==> src/rtl/bldc_commutation_gen.sv <==
// Six-step open-loop BLDC commutation and PWM gate pattern generator with dead-time.
// Optional PATGEN_DIR_EN adds the dir port for reverse rotation; forward-only otherwise.
module bldc_commutation_gen #(
    parameter int unsigned PWM_BITS     = 8,
    parameter int unsigned STEP_PERIODS = 16,
    parameter int unsigned DEAD_TICKS   = 2
) (
    input  logic                clk,
    input  logic                rst_n,
    input  logic                tick_in,
    input  logic                en,
`ifdef PATGEN_DIR_EN
    input  logic                dir,
`endif
    input  logic [PWM_BITS-1:0] duty,
    output logic [2:0]          gate_hi,
    output logic [2:0]          gate_lo,
    output logic [2:0]          step,
    output logic                pwm_wrap
);

    localparam int unsigned PER_W  = (STEP_PERIODS > 1) ? $clog2(STEP_PERIODS) : 1;
    localparam int unsigned DEAD_W = (DEAD_TICKS > 1) ? $clog2(DEAD_TICKS) : 1;
    localparam logic [PER_W-1:0]  PER_LAST  = PER_W'(STEP_PERIODS - 1);
    localparam logic [DEAD_W-1:0] DEAD_LAST = DEAD_W'(DEAD_TICKS - 1);

    localparam logic [1:0] ST_IDLE = 2'd0;
    localparam logic [1:0] ST_RUN  = 2'd1;
    localparam logic [1:0] ST_DEAD = 2'd2;

    logic                tick_d;
    logic [1:0]          state_q, state_d;
    logic [PWM_BITS-1:0] pwm_cnt_q, pwm_cnt_d;
    logic [PWM_BITS-1:0] duty_q, duty_d;
    logic [PER_W-1:0]    per_cnt_q, per_cnt_d;
    logic [DEAD_W-1:0]   dead_cnt_q, dead_cnt_d;
    logic [2:0]          step_q, step_d;
    logic [2:0]          gate_hi_q, gate_hi_d;
    logic [2:0]          gate_lo_q, gate_lo_d;
    logic                pwm_wrap_q, pwm_wrap_d;

    logic       tick;
    logic       wrap;
    logic       comm;
    logic       step_rev;
    logic [2:0] step_fwd;
    logic [2:0] step_bwd;
    logic [2:0] hi_sel;
    logic [2:0] lo_sel;
    logic       pwm_on;
    logic       gate_on;

    assign tick = tick_in & ~tick_d;
    assign wrap = (state_q != ST_IDLE) & tick & (pwm_cnt_q == {PWM_BITS{1'b1}});
    assign comm = wrap & (per_cnt_q == PER_LAST);

`ifdef PATGEN_DIR_EN
    assign step_rev = dir;
`else
    assign step_rev = 1'b0;
`endif

    assign step_fwd = (step_q == 3'd5) ? 3'd0 : step_q + 3'd1;
    assign step_bwd = (step_q == 3'd0) ? 3'd5 : step_q - 3'd1;

    always_comb begin
        state_d    = state_q;
        pwm_cnt_d  = pwm_cnt_q;
        duty_d     = duty_q;
        per_cnt_d  = per_cnt_q;
        dead_cnt_d = dead_cnt_q;
        step_d     = step_q;
        pwm_wrap_d = 1'b0;
        if (!en) begin
            state_d    = ST_IDLE;
            pwm_cnt_d  = '0;
            per_cnt_d  = '0;
            dead_cnt_d = '0;
        end else if (state_q == ST_IDLE) begin
            state_d = ST_RUN;
            duty_d  = duty;
        end else begin
            if (tick) begin
                pwm_cnt_d = pwm_cnt_q + 1'b1;
            end
            if (wrap) begin
                pwm_wrap_d = 1'b1;
                duty_d     = duty;
                per_cnt_d  = comm ? '0 : per_cnt_q + 1'b1;
            end
            // A commutation event outranks dead-time counting on the same tick.
            if (comm) begin
                step_d     = step_rev ? step_bwd : step_fwd;
                state_d    = ST_DEAD;
                dead_cnt_d = '0;
            end else if ((state_q == ST_DEAD) && tick) begin
                if (dead_cnt_q == DEAD_LAST) begin
                    state_d    = ST_RUN;
                    dead_cnt_d = '0;
                end else begin
                    dead_cnt_d = dead_cnt_q + 1'b1;
                end
            end
        end
    end

    always_comb begin
        hi_sel = 3'b000;
        lo_sel = 3'b000;
        case (step_q)
            3'd0: begin hi_sel = 3'b001; lo_sel = 3'b010; end
            3'd1: begin hi_sel = 3'b001; lo_sel = 3'b100; end
            3'd2: begin hi_sel = 3'b010; lo_sel = 3'b100; end
            3'd3: begin hi_sel = 3'b010; lo_sel = 3'b001; end
            3'd4: begin hi_sel = 3'b100; lo_sel = 3'b001; end
            3'd5: begin hi_sel = 3'b100; lo_sel = 3'b010; end
            default: begin hi_sel = 3'b000; lo_sel = 3'b000; end
        endcase
        pwm_on = (pwm_cnt_q < duty_q);
        // Gates drop on the same edge that leaves RUN, and rise one edge after entering it.
        gate_on   = (state_q == ST_RUN) && (state_d == ST_RUN);
        gate_hi_d = (gate_on && pwm_on) ? hi_sel : 3'b000;
        gate_lo_d = gate_on ? lo_sel : 3'b000;
    end

    always_ff @(posedge clk or negedge rst_n) begin
        if (!rst_n) begin
            tick_d     <= 1'b0;
            state_q    <= ST_IDLE;
            pwm_cnt_q  <= '0;
            duty_q     <= '0;
            per_cnt_q  <= '0;
            dead_cnt_q <= '0;
            step_q     <= 3'd0;
            gate_hi_q  <= 3'b000;
            gate_lo_q  <= 3'b000;
            pwm_wrap_q <= 1'b0;
        end else begin
            tick_d     <= tick_in;
            state_q    <= state_d;
            pwm_cnt_q  <= pwm_cnt_d;
            duty_q     <= duty_d;
            per_cnt_q  <= per_cnt_d;
            dead_cnt_q <= dead_cnt_d;
            step_q     <= step_d;
            gate_hi_q  <= gate_hi_d;
            gate_lo_q  <= gate_lo_d;
            pwm_wrap_q <= pwm_wrap_d;
        end
    end

    assign gate_hi  = gate_hi_q;
    assign gate_lo  = gate_lo_q;
    assign step     = step_q;
    assign pwm_wrap = pwm_wrap_q;

endmodule

==> config.mk <==
export PLATFORM = sky130hd
export DESIGN_NAME = bldc_commutation_gen
export DESIGN_NICKNAME = d
export VERILOG_FILES = /design/src/rtl/bldc_commutation_gen.sv
export SDC_FILE = /design/constraint.sdc
export NUM_CORES = 1
export LEC_CHECK = 0
export CAP_MARGIN = 20
export CELL_PAD_IN_SITES_DETAIL_PLACEMENT = 1
export CELL_PAD_IN_SITES_GLOBAL_PLACEMENT = 1
export CORE_UTILIZATION = 48
export CTS_BUF_LIST = sky130_fd_sc_hd__clkbuf_8
export CTS_CLUSTER_SIZE = 40
export DETAILED_ROUTE_END_ITERATION = 8
export PLACE_DENSITY = 0.85
export SYNTH_ARGS = -nofsm -noshare
export SYNTH_HDL_FRONTEND = slang
export SYNTH_SLANG_ARGS = --single-unit
==> constraint.sdc <==
create_clock -name clk -period 4.5 [get_ports clk]
set_clock_uncertainty 0.05 [all_clocks]
set_input_delay 0.9 -clock clk [delete_from_list [all_inputs] [get_ports clk]]
set_output_delay 0.9 -clock clk [all_outputs]
set_load 0.02 [all_outputs]
==> results.md <==
Clock network:
- The clock transition time at the flip-flop clock pins of the worst setup and hold paths is 0.06 ns.
- The clock root buffer is sky130_fd_sc_hd__clkbuf_8.
- Counting the buffers created by CTS gives 5.
- Buffers inserted to repair hold after CTS numbered 0.
- The number of gates resized after CTS was 0.
- The number of buffers inserted by post-CTS setup repair is 0.
- The maximum root-to-sink buffer count is 2.
- TritonCTS built the clock tree.
- The clock sink total is 34.
- The H-tree generated during clock tree synthesis spans 2 levels.
- Clock latency on the worst-skew pair, taken at its later pin, is between 0.2 and 0.3 ns.

Logic synthesis:
- After synthesis, the most frequently instantiated cells are sky130_fd_sc_hd__dfrtp_1 (34), sky130_fd_sc_hd__nand2_1 (22), sky130_fd_sc_hd__o211ai_1 (16).
- In this run, synthesis produced a sequential element count of 34.
- Yosys mapped a number of flops with a built-in enable equal to 0.
- The most frequent cell after synthesis is sky130_fd_sc_hd__dfrtp_1.
- Sequential cells were found to cover 46.2% of the synthesized design area.
- The number of warnings issued by yosys is 0.
- The cell type contributing the most total cell area after synthesis is sky130_fd_sc_hd__dfrtp_1.
- Each instance of the synthesized netlist takes up on average 9.54 um2.
- The number of unique standard cell types used by synthesis is 40.
- The number of nets in the synthesized netlist is roughly 210.
- After synthesis, the cell types taking the most area are sky130_fd_sc_hd__dfrtp_1 (46%), sky130_fd_sc_hd__o211ai_1 (6.5%), sky130_fd_sc_hd__ha_1 (6.1%).
- The most used flip-flop cell after synthesis is sky130_fd_sc_hd__dfrtp_1.
- In the synthesized netlist the async set-or-reset flop fraction comes to 100%.
- Synthesis produced a netlist whose cell count is about 190.
- The area share of the largest cell type after synthesis is a little under half.
- The post-synth design cell area is ~0.0018 mm2.

Placed design:
- Port buffering added 21 buffers.
- The estimated wirelength of the detail-placed design is 3.14 mm.
- The congestion estimate from routability-driven global placement came to slightly above 0.8.
- Once placement finished, the instance area stood at between 0.002 and 0.0025 mm2.
- At the placement stage, the worst setup path has a slack of around 1.6 ns.

Finish:
- The final non-filler cell area is ~0.0021 mm2.
- From synthesis to final layout, the design area changed by 15.9%.
- The count of inserted antenna diode cells is 0.
- Of the cells placed in the final design, the portion with a size suffix greater than 1 is under 10%.
- For this run, the post-layout net count is approximately 230.

Floorplanning:
- The number of core rows is 22.
- For this configuration, the core starts out at a cell density of between 50% and 60%.
- The die outline height is between 60 and 70 um.
- The floorplan step defined a core boundary enclosing around 0.0037 mm2.
- The horizontal extent of the die is 63.9 um.
- The total I/O pin count is 22.
- The die covers 0.00409 mm2.

Global routing:
- The met2 layer usage reported by global route is a little under two fifths.
- The via count of the first global-routing pass is 1,545.
- The pin count of the biggest net entering global routing is 35.
- The met3 demand-to-capacity share in global routing is roughly 5.7%.
- The first-pass GRT wire length is between 7 and 8 mm.
- The initial antenna violation count is 0.
- The met1 track demand over resource in global routing is roughly a third.
- The most crowded layer after global routing is met2.
- The combined global-route utilization of all metal layers is 24.6%.
- The global-route congestion overflow total is 0.

Worst setup path:
- In this design, the largest share of critical-path delay is due to simple AND/OR/NAND/NOR gates.
- The endpoint identified for the worst register-to-register timing path is gate_hi[1].
- The worst setup path is captured at a flip-flop.
- The category of the most critical setup path is input pin to flip-flop.
- The worst-path cell with the longest stage delay is sky130_fd_sc_hd__clkdlybuf4s50_1.
- For the worst flop-to-flop path, the logic depth is 4.
- The largest single stage delay on the critical path is around 0.56 ns.
- The critical path startpoint category is an input pin.
- Walking the worst path, the cells encountered are clkdlybuf4s50_1 > nand2b_4 > or3_4 > o2111ai_1 > nor4b_1.
- The source of the worst register-to-register timing path is state_q[0].
- The number of buffer and inverter stages on the critical path is 1.
- The setup slack of the worst register-to-register path is around 2.4 ns.
- In this run the worst path has a maximum fanout of 21.
- The critical path required time is roughly 4.6 ns.
- The arrival time at the worst endpoint is 2.71 ns.

Pwr:
- IR analysis of the VDD net gives a maximum drop of between 0.00015 and 0.0002 V.
- The total power of the final layout is approximately 0.00063 W.
- Summed over all cells, the static leakage comes to 0.930 nW.
- In this run the power density over the cells is 295 mW/mm2.

Hold path:
- In this run the most critical hold path is launched from duty_q[6].
- The path category of the worst min-delay check is flip-flop to flip-flop.
- The worst hold path passes through 2 cells.
- The hold-critical path endpoint is duty_q[6].

Timing:
- The final critical path time including I/O delays and setup is between 2 and 3 ns.
- The remaining max-slew budget at the tightest pin is 52.1%.
- The final hold slack is roughly 0.49 ns.
- The maximum clock frequency is approximately 0.38 GHz.
- The total count of hold-check failures in the final report was 0.
- Setup repair after global routing left no endpoint under its margin.
- The max-slew violation total from the final report is 0.
- The pin slew with the least headroom to its limit is 0.719 ns.
- Setup violations remaining at the end of the flow were counted as 0.
- In the finished design, the share of the clock period the worst path needs comes to roughly 58%.
- In the post-route analysis, the smallest setup slack over all paths is 1.88 ns.
- The total negative slack for setup checks is 0 ns.

Drt:
- The routed via count divided by cell count is approximately 5.9.
- The wire length per cell is between 15 and 20 um.
- The number of remaining DRC errors is 0.
- The detailed-route via count is ~1,500.
- The count of TritonRoute iterations in the first routing pass is 5.
- The routed wire length is approximately 4.4 mm.
- The number of nets with antenna violations after detailed routing is 0.
- The DRC violation total after the first TritonRoute iteration is 75.

Outcome:
- The run finished with clean final reports.

Run:
- Max-cap violations in this run came to 0.
==> cell usage in the layout, fill, tap and decap left out, types with 2 or more instances in the layout <==
cell type                         count
sky130_fd_sc_hd__dfrtp_1             34
sky130_fd_sc_hd__nand2_1             22
sky130_fd_sc_hd__clkdlybuf4s50_1     21
sky130_fd_sc_hd__o211ai_1            16
sky130_fd_sc_hd__nor2_1              13
sky130_fd_sc_hd__inv_1               12
sky130_fd_sc_hd__a21oi_1              9
sky130_fd_sc_hd__ha_1                 9
sky130_fd_sc_hd__nor3_1               8
sky130_fd_sc_hd__xnor2_1              7
sky130_fd_sc_hd__o21ai_0              6
sky130_fd_sc_hd__clkbuf_8             5
sky130_fd_sc_hd__xor2_1               4
sky130_fd_sc_hd__nor4_1               4
sky130_fd_sc_hd__nand3_1              4
sky130_fd_sc_hd__nand4_1              3
sky130_fd_sc_hd__nor4b_1              3
sky130_fd_sc_hd__and3_1               3
sky130_fd_sc_hd__or2_2                2
sky130_fd_sc_hd__a21o_1               2
sky130_fd_sc_hd__o2111ai_1            2
sky130_fd_sc_hd__nand2b_1             2
sky130_fd_sc_hd__a31oi_1              2
sky130_fd_sc_hd__mux2_2               2
==> logic make-up after synthesis <==
kind of cell / after synthesis / share of synthesized area, %
xor gates and xnor gates: 11 / 5.23
AOI/OAI and AO/OA: 41 / 14.8
buffers and inverters: 22 / 5.37
and+or+nand+nor: 74 / 21.1
muxes: 2 / 1.22
adders and majority gates: 9 / 6.11
DFF: 34 / 46.2
==> layer usage <==
layer  share of wire (%)  wire, um
met5                   0         0
met4                 1.5        65
met2                  49      2160
met3                 2.9       128
met1                  47      2090
==> power breakdown <==
part	switching (W)	internal (W)	total (W)
clock network	0.000104	0.000102	0.000206
logic	0.0000497	0.0000366	0.0000863
registers	0.0000154	0.000323	0.000338
==> flip-flops by register name, indices dropped and copies added (netlist names) <==
name / cells
dead_cnt_q: 1
duty_q: 8
gate_hi: 3
gate_lo: 3
per_cnt_q: 4
pwm_cnt_q: 8
pwm_wrap: 1
state_q: 2
step: 3
tick_d: 1
==> final cells by class <==
cell class / count / area (um2)
inverters: 10 / 37.5
fillers: 410 / 1530
well taps: 48 / 60.1
flip-flops and latches: 34 / 851
repair buffers: 22 / 218
multi-input cells: 137 / 892
clock buffers: 5 / 68.8
clock inverters: 2 / 7.51
==> how the worst max path moves through the flow <==
stage | slack [ns] | startpoint | depth (start not counted) | end
2_1_floorplan | 2.22 | tick_in | 6 | step[1]
3_3_place_gp | 1.68 | tick_in | 5 | per_cnt_q[2]
3_5_place_dp | 1.57 | tick_in | 5 | gate_hi[1]
4_1_cts | 1.86 | tick_in | 5 | gate_hi[1]
5_1_grt | 1.76 | tick_in | 5 | gate_hi[2]
6_report | 1.88 | tick_in | 5 | gate_hi[1]
==> stage by stage <==
stage	std cells	utilization [%]
after CTS	258	58.3
final	258	58.3
after detailed placement	251	56.2
after global routing	258	58.3
after global placement	251	56.2
after floorplan	193	-
==> worst min-delay path: stages (launching register included) <==
cell and delay (ns):
sky130_fd_sc_hd__dfrtp_1 0.36, sky130_fd_sc_hd__nand2_1 0.06, sky130_fd_sc_hd__o211ai_1 0.07
(Power assumes the default switching activity.)
==> edit: new RTL, config.mk and constraints unchanged <==
Add an input register stage for `tick_in`, `en` and `duty`; this delays them by one clock.
--- a/src/rtl/bldc_commutation_gen.sv
+++ b/src/rtl/bldc_commutation_gen.sv
@@ -28,6 +28,16 @@
     localparam logic [1:0] ST_RUN  = 2'd1;
     localparam logic [1:0] ST_DEAD = 2'd2;
 
+    logic tick_q;
+    logic en_q;
+    logic [PWM_BITS-1:0] duty_r;
+
+    always_ff @(posedge clk) begin
+        tick_q <= tick_in;
+        en_q   <= en;
+        duty_r <= duty;
+    end
+
     logic                tick_d;
     logic [1:0]          state_q, state_d;
     logic [PWM_BITS-1:0] pwm_cnt_q, pwm_cnt_d;
@@ -50,7 +60,7 @@
     logic       pwm_on;
     logic       gate_on;
 
-    assign tick = tick_in & ~tick_d;
+    assign tick = tick_q & ~tick_d;
     assign wrap = (state_q != ST_IDLE) & tick & (pwm_cnt_q == {PWM_BITS{1'b1}});
     assign comm = wrap & (per_cnt_q == PER_LAST);
 
@@ -71,21 +81,21 @@
         dead_cnt_d = dead_cnt_q;
         step_d     = step_q;
         pwm_wrap_d = 1'b0;
-        if (!en) begin
+        if (!en_q) begin
             state_d    = ST_IDLE;
             pwm_cnt_d  = '0;
             per_cnt_d  = '0;
             dead_cnt_d = '0;
         end else if (state_q == ST_IDLE) begin
             state_d = ST_RUN;
-            duty_d  = duty;
+            duty_d  = duty_r;
         end else begin
             if (tick) begin
                 pwm_cnt_d = pwm_cnt_q + 1'b1;
             end
             if (wrap) begin
                 pwm_wrap_d = 1'b1;
-                duty_d     = duty;
+                duty_d     = duty_r;
                 per_cnt_d  = comm ? '0 : per_cnt_q + 1'b1;
             end
             // A commutation event outranks dead-time counting on the same tick.
@@ -136,7 +146,7 @@
             gate_lo_q  <= 3'b000;
             pwm_wrap_q <= 1'b0;
         end else begin
-            tick_d     <= tick_in;
+            tick_d     <= tick_q;
             state_q    <= state_d;
             pwm_cnt_q  <= pwm_cnt_d;
             duty_q     <= duty_d;
Formal check against the unedited RTL: not equivalent (Yosys sat finds a counterexample within 4 cycles, from zero or initial values and one cycle with rst_n low).
==> edit against the unedited design <==
  * Count of clock-buffer cells in the layout is the same
  * Sequential share of layout area grew 4.8 points
  * Worst setup slack gained 0.18 ns
  * Power grew 33%
  * Wire length shrank 3.0%
  * Design area grew 10%
  * Sequential cell count grew 10
  * Area after synthesis grew 9.0%
  * Critical endpoint is now step[2]
==> edit: results (changes against the unedited design) <==
- Outcome: finished, final reports clean
- CP Data Arrival Time: 1.49 ns (-1.22 ns)
- TritonCTS Buffers: 5 (unchanged)
- Global router's overall resource usage: 0.2240 (-0.02157)
- Worst Hold Class: reg -> reg
- Met3 WL: 151 um (+18%)
- Iter 0 DRT Violations: 56 (-25%)
- Peak VDD IR: 0.2125 mV (+29%)
- Worst r2r dst: duty_q[4]$_DFFE_PN0P_
- Biggest regs: duty_q (8), duty_r (8), pwm_cnt_q (8)
- Dpl hpwl: 2933 um (-6.7%)
- Fillers: 435 (+6.1%)
- Synth top area cells: dfrtp_1 42%, dfxtp_1 10%, mux2_4 6.0%
- Met2 routed wirelength: 2262 um (+4.6%)
- WHS Endpoint: tick_d$_DFF_PN0_
- Crit path max fanout: 10 (-52%)
- Adder and majority gate portion of the synthesized area: 0.05611 (-0.005032)
- Root buffer cell: clkbuf_8
- Sequential area share after synthesis: 0.5237 (+0.06173)
- Hold path depth: 0 (-2)
- Finished Layout Cells: 255 (-1.2%)
- DR WL/cell: 16.93 um (-1.8%)
- Unique masters post-synth: 46 (+15%)
- Setup crit end: step[2]
- Most frequent cells after synthesis: 34 x dfrtp_1, 17 x nor2_1, 13 x inv_1
- Worst Setup SP: step[2]$_DFFE_PN0P_
- DR pass1 iterations: 4 (-1)
- LEAKAGE: 1.077 nW (+16%)
- Syn_nets: 203 (-5.1%)
- First-pass GRT wire length: 7148 um (-6.7%)
- Met2 Use GR: 0.3763 (+0.003922)
- CP top delay family: buffers and inverters
- Diode count: 0 (unchanged)
- Gpl congestion: 0.7945 (-2.2%)
- Clk_lat worst skew: 0.30 ns (+0.02 ns)
- GR Layer Usage met1: 0.2672 (-0.07694)
- Fin Hold WS: 0.3120 ns (-0.1734 ns)
- Met3 GRT Util: 0.05651 (-0.0006360)
- Worst-Margin Slew: 0.7461 ns (+0.02747 ns)
- Reg2reg setup slack: 2.29 ns (-0.11 ns)
- Share of cells above drive strength 1: 0.1366 (+0.06992)
- CP max stage delay: 0.67 ns (+0.11 ns)
- Dpl cell area: 0.002248 sq mm (+9.2%)
- Syn_area_per_cell: 11.03 sq um (+16%)
- Vias in the first global route: 1522 (-1.5%)
- Antenna violations before repair: 0 (unchanged)
- Clk. pwr: 0.298 mW (+45%)
- Total placed cells including tap cells: 247 (-1.6%)
- Routed vias/inst: 5.522 (-5.8%)
- YS warnings: 0 (unchanged)
- Post-synth ARST share: 0.7727 (-0.2273)
- XOR/XNOR share of the synthesized area: 0.03928 (-0.01303)
- Post-synthesis mux area share: 0.07606 (+0.06383)
- P_seq: 0.435 mW (+29%)
- Layout Nets: 225 (-2.6%)
- WL met1: 1806 um (-14%)
- R2r startpoint: tick_d$_DFF_PN0_
- Compound-Gate Fraction of Synth Area: 0.07606 (-0.07204)
- CTS max path bufs: 2 (unchanged)
- Worst-path clk slew: 0.09 ns (+0.03 ns)
[edit: cell types whose count changed after synthesis, sizes merged, moves of 3 or more]
cell,unedited run,this run
dfxtp,0,10
and3,3,0
nand3,4,7
or3,2,5
nor4b,3,0
nor3,9,5
clkbuf,8,3
o211ai,16,0
nor2,14,17
inv,10,13
mux2,2,10
nand2,22,10
[edit: through the flow]
step / total power [mW] / setup WS (ns)
floorplan: 0.5097 / 2.780
global placement: 0.5377 / 2.426
detailed placement: 0.5446 / 2.375
CTS: 0.8425 / 2.053
global route: 0.8705 / 1.987
finish: 0.8363 / 2.062
[edit: final cells by class]
cell class,count,area (sq um),share of cell area
multi-input combinational,118,868.3,0.3686
timing repair buffer,22,217.7,0.09241
clock inverter,3,38.79,0.01646
clock buffer,5,68.82,0.02921
tap,50,62.56,0.02655
inverter,13,48.80,0.02071
sequential,44,1051,0.4461
